File: src/rtl/max7219_spi_receiver.sv
// Receive-side model of the MAX7219 3-wire serial link: synchronises sck/din/cs,
// shifts in 16-bit frames and applies them to a MAX7219-style register file.
module max7219_spi_receiver #(
  parameter int SYNC_STAGES = 2
) (
  input  logic        clk,
  input  logic        rst,
  input  logic        spi_sck,
  input  logic        spi_din,
  input  logic        spi_cs,
  output logic [63:0] digits,
  output logic [7:0]  decode_mode,
  output logic [3:0]  intensity,
  output logic [2:0]  scan_limit,
  output logic        shutdown_n,
  output logic        display_test,
  output logic        frame_valid,
  output logic [3:0]  frame_addr,
  output logic [7:0]  frame_data,
  output logic        frame_err
);

  typedef enum logic [1:0] {
    WAIT_HIGH = 2'd0,
    IDLE      = 2'd1,
    SHIFT     = 2'd2,
    LATCH     = 2'd3
  } state_t;

  state_t state;

  logic [SYNC_STAGES-1:0] sck_sync;
  logic [SYNC_STAGES-1:0] din_sync;
  logic [SYNC_STAGES-1:0] cs_sync;

  logic sck_s;
  logic din_s;
  logic cs_s;
  logic sck_d;
  logic cs_d;

  logic sck_rise;
  logic cs_rise;
  logic cs_fall;

  // The top address nibble of a frame is don't-care, so only the low 12 bits
  // of the serial stream are retained.
  logic [11:0] shreg;
  logic [4:0]  bit_cnt;

  logic [3:0] lat_addr;
  logic [7:0] lat_data;

  // Chains reset to 0 so a frame already in progress at reset release looks
  // like cs held low, which WAIT_HIGH then ignores until cs is seen high.
  always_ff @(posedge clk) begin
    if (rst) begin
      sck_sync <= '0;
      din_sync <= '0;
      cs_sync  <= '0;
      sck_d    <= 1'b0;
      cs_d     <= 1'b0;
    end else begin
      sck_sync <= {sck_sync[SYNC_STAGES-2:0], spi_sck};
      din_sync <= {din_sync[SYNC_STAGES-2:0], spi_din};
      cs_sync  <= {cs_sync[SYNC_STAGES-2:0], spi_cs};
      sck_d    <= sck_s;
      cs_d     <= cs_s;
    end
  end

  assign sck_s    = sck_sync[SYNC_STAGES-1];
  assign din_s    = din_sync[SYNC_STAGES-1];
  assign cs_s     = cs_sync[SYNC_STAGES-1];
  assign sck_rise = sck_s & ~sck_d;
  assign cs_rise  = cs_s & ~cs_d;
  assign cs_fall  = ~cs_s & cs_d;

  assign lat_addr = shreg[11:8];
  assign lat_data = shreg[7:0];

  always_ff @(posedge clk) begin
    if (rst) begin
      state        <= WAIT_HIGH;
      shreg        <= '0;
      bit_cnt      <= '0;
      digits       <= '0;
      decode_mode  <= '0;
      intensity    <= '0;
      scan_limit   <= '0;
      shutdown_n   <= 1'b0;
      display_test <= 1'b0;
      frame_valid  <= 1'b0;
      frame_err    <= 1'b0;
      frame_addr   <= '0;
      frame_data   <= '0;
    end else begin
      frame_valid <= 1'b0;
      frame_err   <= 1'b0;

      case (state)
        WAIT_HIGH: begin
          if (cs_s) state <= IDLE;
        end

        IDLE: begin
          if (cs_fall) begin
            shreg   <= '0;
            bit_cnt <= '0;
            state   <= SHIFT;
          end
        end

        SHIFT: begin
          // A cs rising edge ends the frame even if an sck edge lands with it.
          if (cs_rise) begin
            state <= LATCH;
          end else if (sck_rise) begin
            shreg <= {shreg[10:0], din_s};
            if (bit_cnt != 5'd16) bit_cnt <= bit_cnt + 5'd1;
          end
        end

        LATCH: begin
          state <= IDLE;
          if (bit_cnt != 5'd16) begin
            frame_err <= 1'b1;
          end else begin
            frame_valid <= 1'b1;
            frame_addr  <= lat_addr;
            frame_data  <= lat_data;
            case (lat_addr)
              4'h9: decode_mode  <= lat_data;
              4'hA: intensity    <= lat_data[3:0];
              4'hB: scan_limit   <= lat_data[2:0];
              4'hC: shutdown_n   <= lat_data[0];
              4'hF: display_test <= lat_data[0];
              default: begin
                // 0x1-0x8 select a digit; 0x0, 0xD and 0xE write nothing.
                for (int i = 0; i < 8; i++) begin
                  if (lat_addr == 4'(i + 1)) digits[i*8 +: 8] <= lat_data;
                end
              end
            endcase
          end
        end

        default: state <= WAIT_HIGH;
      endcase
    end
  end

endmodule

File: config.mk
export PLATFORM = sky130hd
export DESIGN_NAME = max7219_spi_receiver
export DESIGN_NICKNAME = d
export VERILOG_FILES = /design/src/rtl/max7219_spi_receiver.sv
export SDC_FILE = /design/constraint.sdc
export NUM_CORES = 1
export LEC_CHECK = 0
export BUFFER_PORTS_ARGS = -buffer_cell sky130_fd_sc_hd__buf_2
export CAP_MARGIN = 5
export CORE_MARGIN = 2
export CORE_UTILIZATION = 43
export CTS_CLUSTER_SIZE = 24
export DETAILED_ROUTE_END_ITERATION = 12
export GPL_TIMING_DRIVEN = 0
export PLACE_DENSITY = 0.68
export SKIP_CTS_REPAIR_TIMING = 1
export SYNTH_ARGS = -nofsm -noshare
export SYNTH_HDL_FRONTEND = slang
export SYNTH_SLANG_ARGS = --single-unit
File: constraint.sdc
create_clock -name clk -period 1.8 [get_ports clk]
set_clock_uncertainty 0.1 [all_clocks]
set_input_delay 0.36 -clock clk [delete_from_list [all_inputs] [get_ports clk]]
set_output_delay 0.36 -clock clk [all_outputs]
set_load 0.01 [all_outputs]
==> results of run 1 <==
layout make-up:
| class | instances | area (sq um) | share of cell area [%] |
|---|---|---|---|
| Sequential cell | 122 | 2450 | 37.8 |
| Multi-Input combinational cell | 318 | 2280 | 35.2 |
| Timing Repair Buffer | 130 | 764 | 11.8 |
| Clock buffer | 25 | 494 | 7.61 |
| Buffer | 34 | 188 | 2.89 |
| Tap cell | 140 | 175 | 2.70 |
| Clock inverter | 6 | 110 | 1.70 |
| Inverter | 5 | 23.8 | 0.366 |
kinds of logic (layout without fill, tap and decap cells):
family / count (synthesis) / count (layout)
adders and majority gates: 7 / 7
DFF: 122 / 122
AOI/OAI and AO/OA: 49 / 49
buffers and inverters: 41 / 200
muxes: 83 / 83
and+or+nand+nor: 179 / 179
cells in the final DEF, fill, tap and decap left out, types with 6 or more instances in the layout:
cell type  count
clkbuf_16     16
clkbuf_8       6
mux2i_1       81
clkbuf_1      25
nor2_1        89
nand2_1       25
buf_4         23
a21oi_1       25
nor2b_1       11
buf_6         11
nand3_1       19
dfxtp_1      118
nand4_4       10
buf_2         99
o211ai_1      16
power by group:
| group | total, uW | switching (uW) | internal, uW |
|---|---|---|---|
| combinational | 560 | 309 | 252 |
| sequential | 2780 | 41.1 | 2740 |
| clock | 3450 | 1170 | 2280 |
metal layers:
layer	up-vias	part of all wire, %	track usage (%)
met3	18	6.3	5.74
li1	1947	-	-
met1	1936	44	28.4
met2	144	48	32.8
met5	-	0	0
met4	0	1.6	9.71
per-stage QoR:
stage | area, sq um | setup TNS [ns] | power [uW] | util, %
floorplan | 4750 | -0.337 | 3100 | -
global route | 6490 | -11.27 | 7000 | 60.2
detailed placement | 5410 | -29.62 | 3200 | 50.2
CTS | 6020 | -30.83 | 6630 | 55.8
finish | 6490 | -4.12 | 6790 | 60.2
global placement | 5410 | -21.74 | 3180 | 50.2
final timing paths:
check | startpoint | endpoint | slack, ns
worst max-delay path | bit_cnt[1] | digits[4] | -0.13
worst min-delay path | rst | state[0] | 0.17
worst max register to register | bit_cnt[1] | digits[4] | -0.13
worst min register to register | din_sync[0] | din_sync[1] | 0.33
registers in the layout (all words and copies together), names as in the netlist, 3 cells and up:
register     flops
digits          64
shreg           12
decode_mode      8
frame_data       8
bit_cnt          5
frame_addr       4
intensity        4
scan_limit       3
critical path: cells and delay by family, from the launching register on:
family,cells,cell delay [ns]
adders and majority gates,1,0.15
buffers and inverters,4,0.46
DFF,1,0.32
muxes,1,0.24
and+or+nand+nor,3,0.52
==> flow_metrics.env, run 1 <==
export IMPL_die_area_sq_um=11900
export IMPL_cp_slowest_cell="dfxtp_2"
export IMPL_vias=4045
export IMPL_status="finished, violations left"
export IMPL_crit_top_cell="buf_6"
export IMPL_yosysMostFrequentCell="dfxtp_1"
export IMPL_fillers=876
export IMPL_dp_cells=719
export IMPL_r2r_cells=9
export IMPL_final_nets=640
export IMPL_synth_fa_ha_area_share_pct=1.85
export IMPL_peakVddDrop_mv=0.827
export IMPL_synthSimpleGateAreaFrac_pct=19.0
export IMPL_power_density_nw_per_um2=1050
export IMPL_antenna_found_initial=0
export IMPL_syn_avg_cell_area_sq_um=9.86
export IMPL_cts_root_buffer="clkbuf_8"
export IMPL_wl_per_cell_um=16.5
export IMPL_cp_arrival_ns=2.23
export IMPL_gr_usage_all_layers_pct=21.5
export IMPL_tritoncts="yes"
export IMPL_drc_errors=0
export IMPL_start_util_pct=43.9
export IMPL_clock_latency_ns=0.53
export IMPL_timing_fmax_mhz=519
export IMPL_grt_pass1_wl_um=19200
export IMPL_drive_gt1_share_pct=31.6
export IMPL_maxCapViolCount=0
export IMPL_crit_chain="inv_2, ha_4, nor4bb_4, buf_4, buf_6, buf_6, nand4_4, mux2i_1, nor2_1"
export IMPL_grt_max_degree=17
export IMPL_clk_pin_slew_ns=0.06
export IMPL_drt_iter0_markers=275
export IMPL_area_growth_pct=36.9
export IMPL_die_h_um=109
export IMPL_hold_path_class="input port to flop"
export IMPL_rsz0062_at_grt="yes"
export IMPL_violations="negative setup slack"
export IMPL_yosys_cell_types_count=31
export IMPL_dp_hpwl_um=7970
export IMPL_worstMarginPinSlew_ns=0.826
export IMPL_period_minus_slack_ns=1.93
export IMPL_slew_headroom_pct=44.9
export IMPL_synth_top_area_share_pct=51.5
export IMPL_netlist_area_sq_um=4740
export IMPL_synth_ff_type="dfxtp_1"
export IMPL_portBuffers=98
export IMPL_synth_seq_cells=122
export IMPL_viasPerCell=5.19
export IMPL_postSynthCellCount=481
export IMPL_synth_edf_count=0
export IMPL_totalWireLength_um=12800
export IMPL_synth_xor_area_share_pct=0
export IMPL_yosys_area_top_type="dfxtp_1"
export IMPL_place_gp_congestion=0.795
export IMPL_clock_path_buffers=2
export IMPL_synth_compound_area_share_pct=6.33
export IMPL_clock_sinks=122
export IMPL_yosysWarnings=0
export IMPL_synth_seq_area_share_pct=51.5
export IMPL_whs_ns=0.165
export IMPL_synth_top_family_by_area="simple AND/OR/NAND/NOR gates"
export IMPL_finalCritPeriodShare_pct=107
export IMPL_pre_cts_slack_ns=-0.509
export IMPL_grt_pass1_vias=3661
export IMPL_hold_viol=0
export IMPL_worstPathMaxFanout=8
export IMPL_async_flop_share_pct=0
export IMPL_synth_mux_area_fraction_pct=17.5
export IMPL_slowest_delay_ns=0.32
export IMPL_setup_ws_ns=-0.125
export IMPL_p_leak_uw=0.00333
export IMPL_die_w_um=109
export IMPL_drv_slew=0
export IMPL_setup_violations_final=68
export IMPL_fin_cells=780
export IMPL_io_pins=100
export IMPL_worst_ep_required_time_ns=2.10
export IMPL_core_sq_um=10800
export IMPL_cp_start_kind="flop"
export IMPL_min_path_cells=3
export IMPL_syn_num_nets=493
export IMPL_endpoint_kind="flop"
export IMPL_drt_antenna_violating_nets=0
export IMPL_rows=38
export IMPL_cts_buffers=17
export IMPL_diodes=0
export IMPL_htreeDepth=4
export IMPL_synth_area_leaders="dfxtp_1 51%, mux2i_1 17%, nor2_1 7.1%, a21oi_1 2.7%, o211ai_1 2.5%"
export IMPL_drt_pass1_iterations=5
export IMPL_gr_total_overflow=0
export IMPL_worstSetupPathType="flop to flop"
export IMPL_yosys_top_cells_count="122 x dfxtp_1, 90 x nor2_1, 82 x mux2i_1"
No activity file was read; power rests on OpenSTA's default activity.
==> run 2: changes to the inputs <==
--- a/config.mk
+++ b/config.mk
@@ -11,7 +11,6 @@
 export CORE_UTILIZATION = 43
 export CTS_CLUSTER_SIZE = 24
 export DETAILED_ROUTE_END_ITERATION = 12
-export GPL_TIMING_DRIVEN = 0
 export PLACE_DENSITY = 0.68
 export SKIP_CTS_REPAIR_TIMING = 1
 export SYNTH_ARGS = -nofsm -noshare
==> run 2 against run 1 <==
  * The flow still finishes with violations (negative setup slack)
  * First-iteration DRC count down 3.6%
  * Power decreased by 1.8%
  * Final area down 0.65%
  * Worst hold slack got worse by 0.024 ns
  * Die area did not move
  * Clock power is essentially flat
  * Final cell count decreased by 2.8%
  * Combinational power is 22% lower
  * Sequential cell count unchanged
  * Critical endpoint is now digits[22]
==> flow_metrics.env, run 2 (synthesized netlist as in run 1, its figures left out) <==
export IMPL_worstSetupPathType="flop to flop"
export IMPL_peakVddDrop_mv=0.815
export IMPL_wl_per_cell_um=15.9
export IMPL_timing_fmax_mhz=537
export IMPL_reg_top3="digits: 64 flops, shreg: 12 flops"
export IMPL_status="finished, violations left"
export IMPL_die_area_sq_um=11900
export IMPL_drt_iter0_markers=265
export IMPL_hold_viol=0
export IMPL_cts_buffers=17
export IMPL_clk_pin_slew_ns=0.06
export IMPL_mostFrequentLayoutCell="dfxtp_1"
export IMPL_tritoncts="yes"
export IMPL_r2r_slack_ns=-0.06
export IMPL_vias=3913
export IMPL_clock_path_buffers=2
export IMPL_viasPerCell=5.16
export IMPL_setup_violations_final=75
export IMPL_htreeDepth=4
export IMPL_grt_pass1_vias=3611
export IMPL_drv_slew=0
export IMPL_r2r_cells=8
export IMPL_dp_cells=718
export IMPL_power_density_nw_per_um2=1030
export IMPL_final_nets=619
export IMPL_antenna_found_initial=0
export IMPL_layout_common_cells="118 x dfxtp_1, 98 x buf_2, 90 x nor2_1"
export IMPL_largest_reg_flops=64
export IMPL_period_minus_slack_ns=1.86
export IMPL_violations="negative setup slack"
export IMPL_drc_errors=0
export IMPL_finalCritPeriodShare_pct=103
export IMPL_die_h_um=109
export IMPL_maxCapViolCount=0
export IMPL_endpoint_kind="flop"
export IMPL_worst_ep_required_time_ns=2.08
export IMPL_clock_latency_ns=0.50
export IMPL_totalWireLength_um=12000
export IMPL_drt_pass1_iterations=7
export IMPL_clock_sinks=122
export IMPL_dp_hpwl_um=8040
export IMPL_p_leak_uw=0.00341
export IMPL_gr_total_overflow=0
export IMPL_setup_tns_ns=-2.07
export IMPL_cp_arrival_ns=2.15
export IMPL_place_gp_congestion=0.822
export IMPL_gr_usage_all_layers_pct=20.3
export IMPL_min_path_cells=2
export IMPL_portBuffers=99
export IMPL_drt_antenna_violating_nets=0
export IMPL_drive_gt1_share_pct=32.7
export IMPL_cts_root_buffer="clkbuf_8"
export IMPL_io_pins=100
export IMPL_grt_max_degree=45
export IMPL_worstPathMaxFanout=8
export IMPL_worstMarginPinSlew_ns=0.612
export IMPL_diodes=0
export IMPL_pre_cts_slack_ns=-0.0800
export IMPL_rows=38
export IMPL_top_register="digits"
export IMPL_area_growth_pct=36.0
export IMPL_core_sq_um=10800
export IMPL_slew_headroom_pct=59.2
export IMPL_fin_cells=758
export IMPL_cp_start_kind="flop"
export IMPL_start_util_pct=43.9
export IMPL_hold_path_class="input port to flop"
export IMPL_rsz0062_at_grt="yes"
export IMPL_setup_ws_ns=-0.0616
export IMPL_grt_pass1_wl_um=18400
export IMPL_die_w_um=109
[run 2: per-layer routing]
layer	up-vias	wire length [um]	track usage [%]
li1	1905	-	-
met3	12	744	6.75
met5	-	0	0
met1	1884	5280	25.5
met2	112	5860	32.8
met4	0	142	6.41
[run 2: worst paths after layout]
check	end	startpoint
worst max register to register	digits[22]	bit_cnt[0]
worst min-delay path	digits[4]	rst
worst min register to register	cs_sync[1]	cs_sync[0]
worst max-delay path	digits[22]	bit_cnt[0]
[run 2: area by class of cell]
class | instances | area, sq um
multi-input cells | 319 | 2200
fillers | 890 | 4340
repair buffers | 142 | 991
clock inverters | 7 | 139
inverters | 5 | 18.8
flip-flops and latches | 122 | 2450
well taps | 140 | 175
clock buffers | 23 | 477
[run 2: through the flow]
stage | hold WS, ns | power (uW) | cell area, sq um | utilization, %
2_1_floorplan | 0.314 | 3100 | 4750 | -
3_3_place_gp | 0.321 | 3220 | 5680 | 52.6
3_5_place_dp | 0.321 | 3230 | 5680 | 52.6
4_1_cts | -0.0613 | 6710 | 6290 | 58.3
5_1_grt | 0.128 | 6890 | 6450 | 59.8
6_report | 0.141 | 6670 | 6450 | 59.8
[run 2: where the power goes]
part	leakage (uW)	internal (uW)	switching, uW
Clock	0.000304	2380	1100
Combinational	0.00212	179	257
Sequential	0.000986	2730	22.9
Total	0.00341	5290	1380
[run 2: critical path, cell delays in order, from the launching register on]
cell and delay [ns]:
dfxtp_2 0.31, inv_1 0.09, ha_4 0.14, nor4bb_4 0.36, clkbuf_16 0.23, nand4_2 0.12, buf_12 0.18, mux2i_1 0.15
nor2_1 0.05
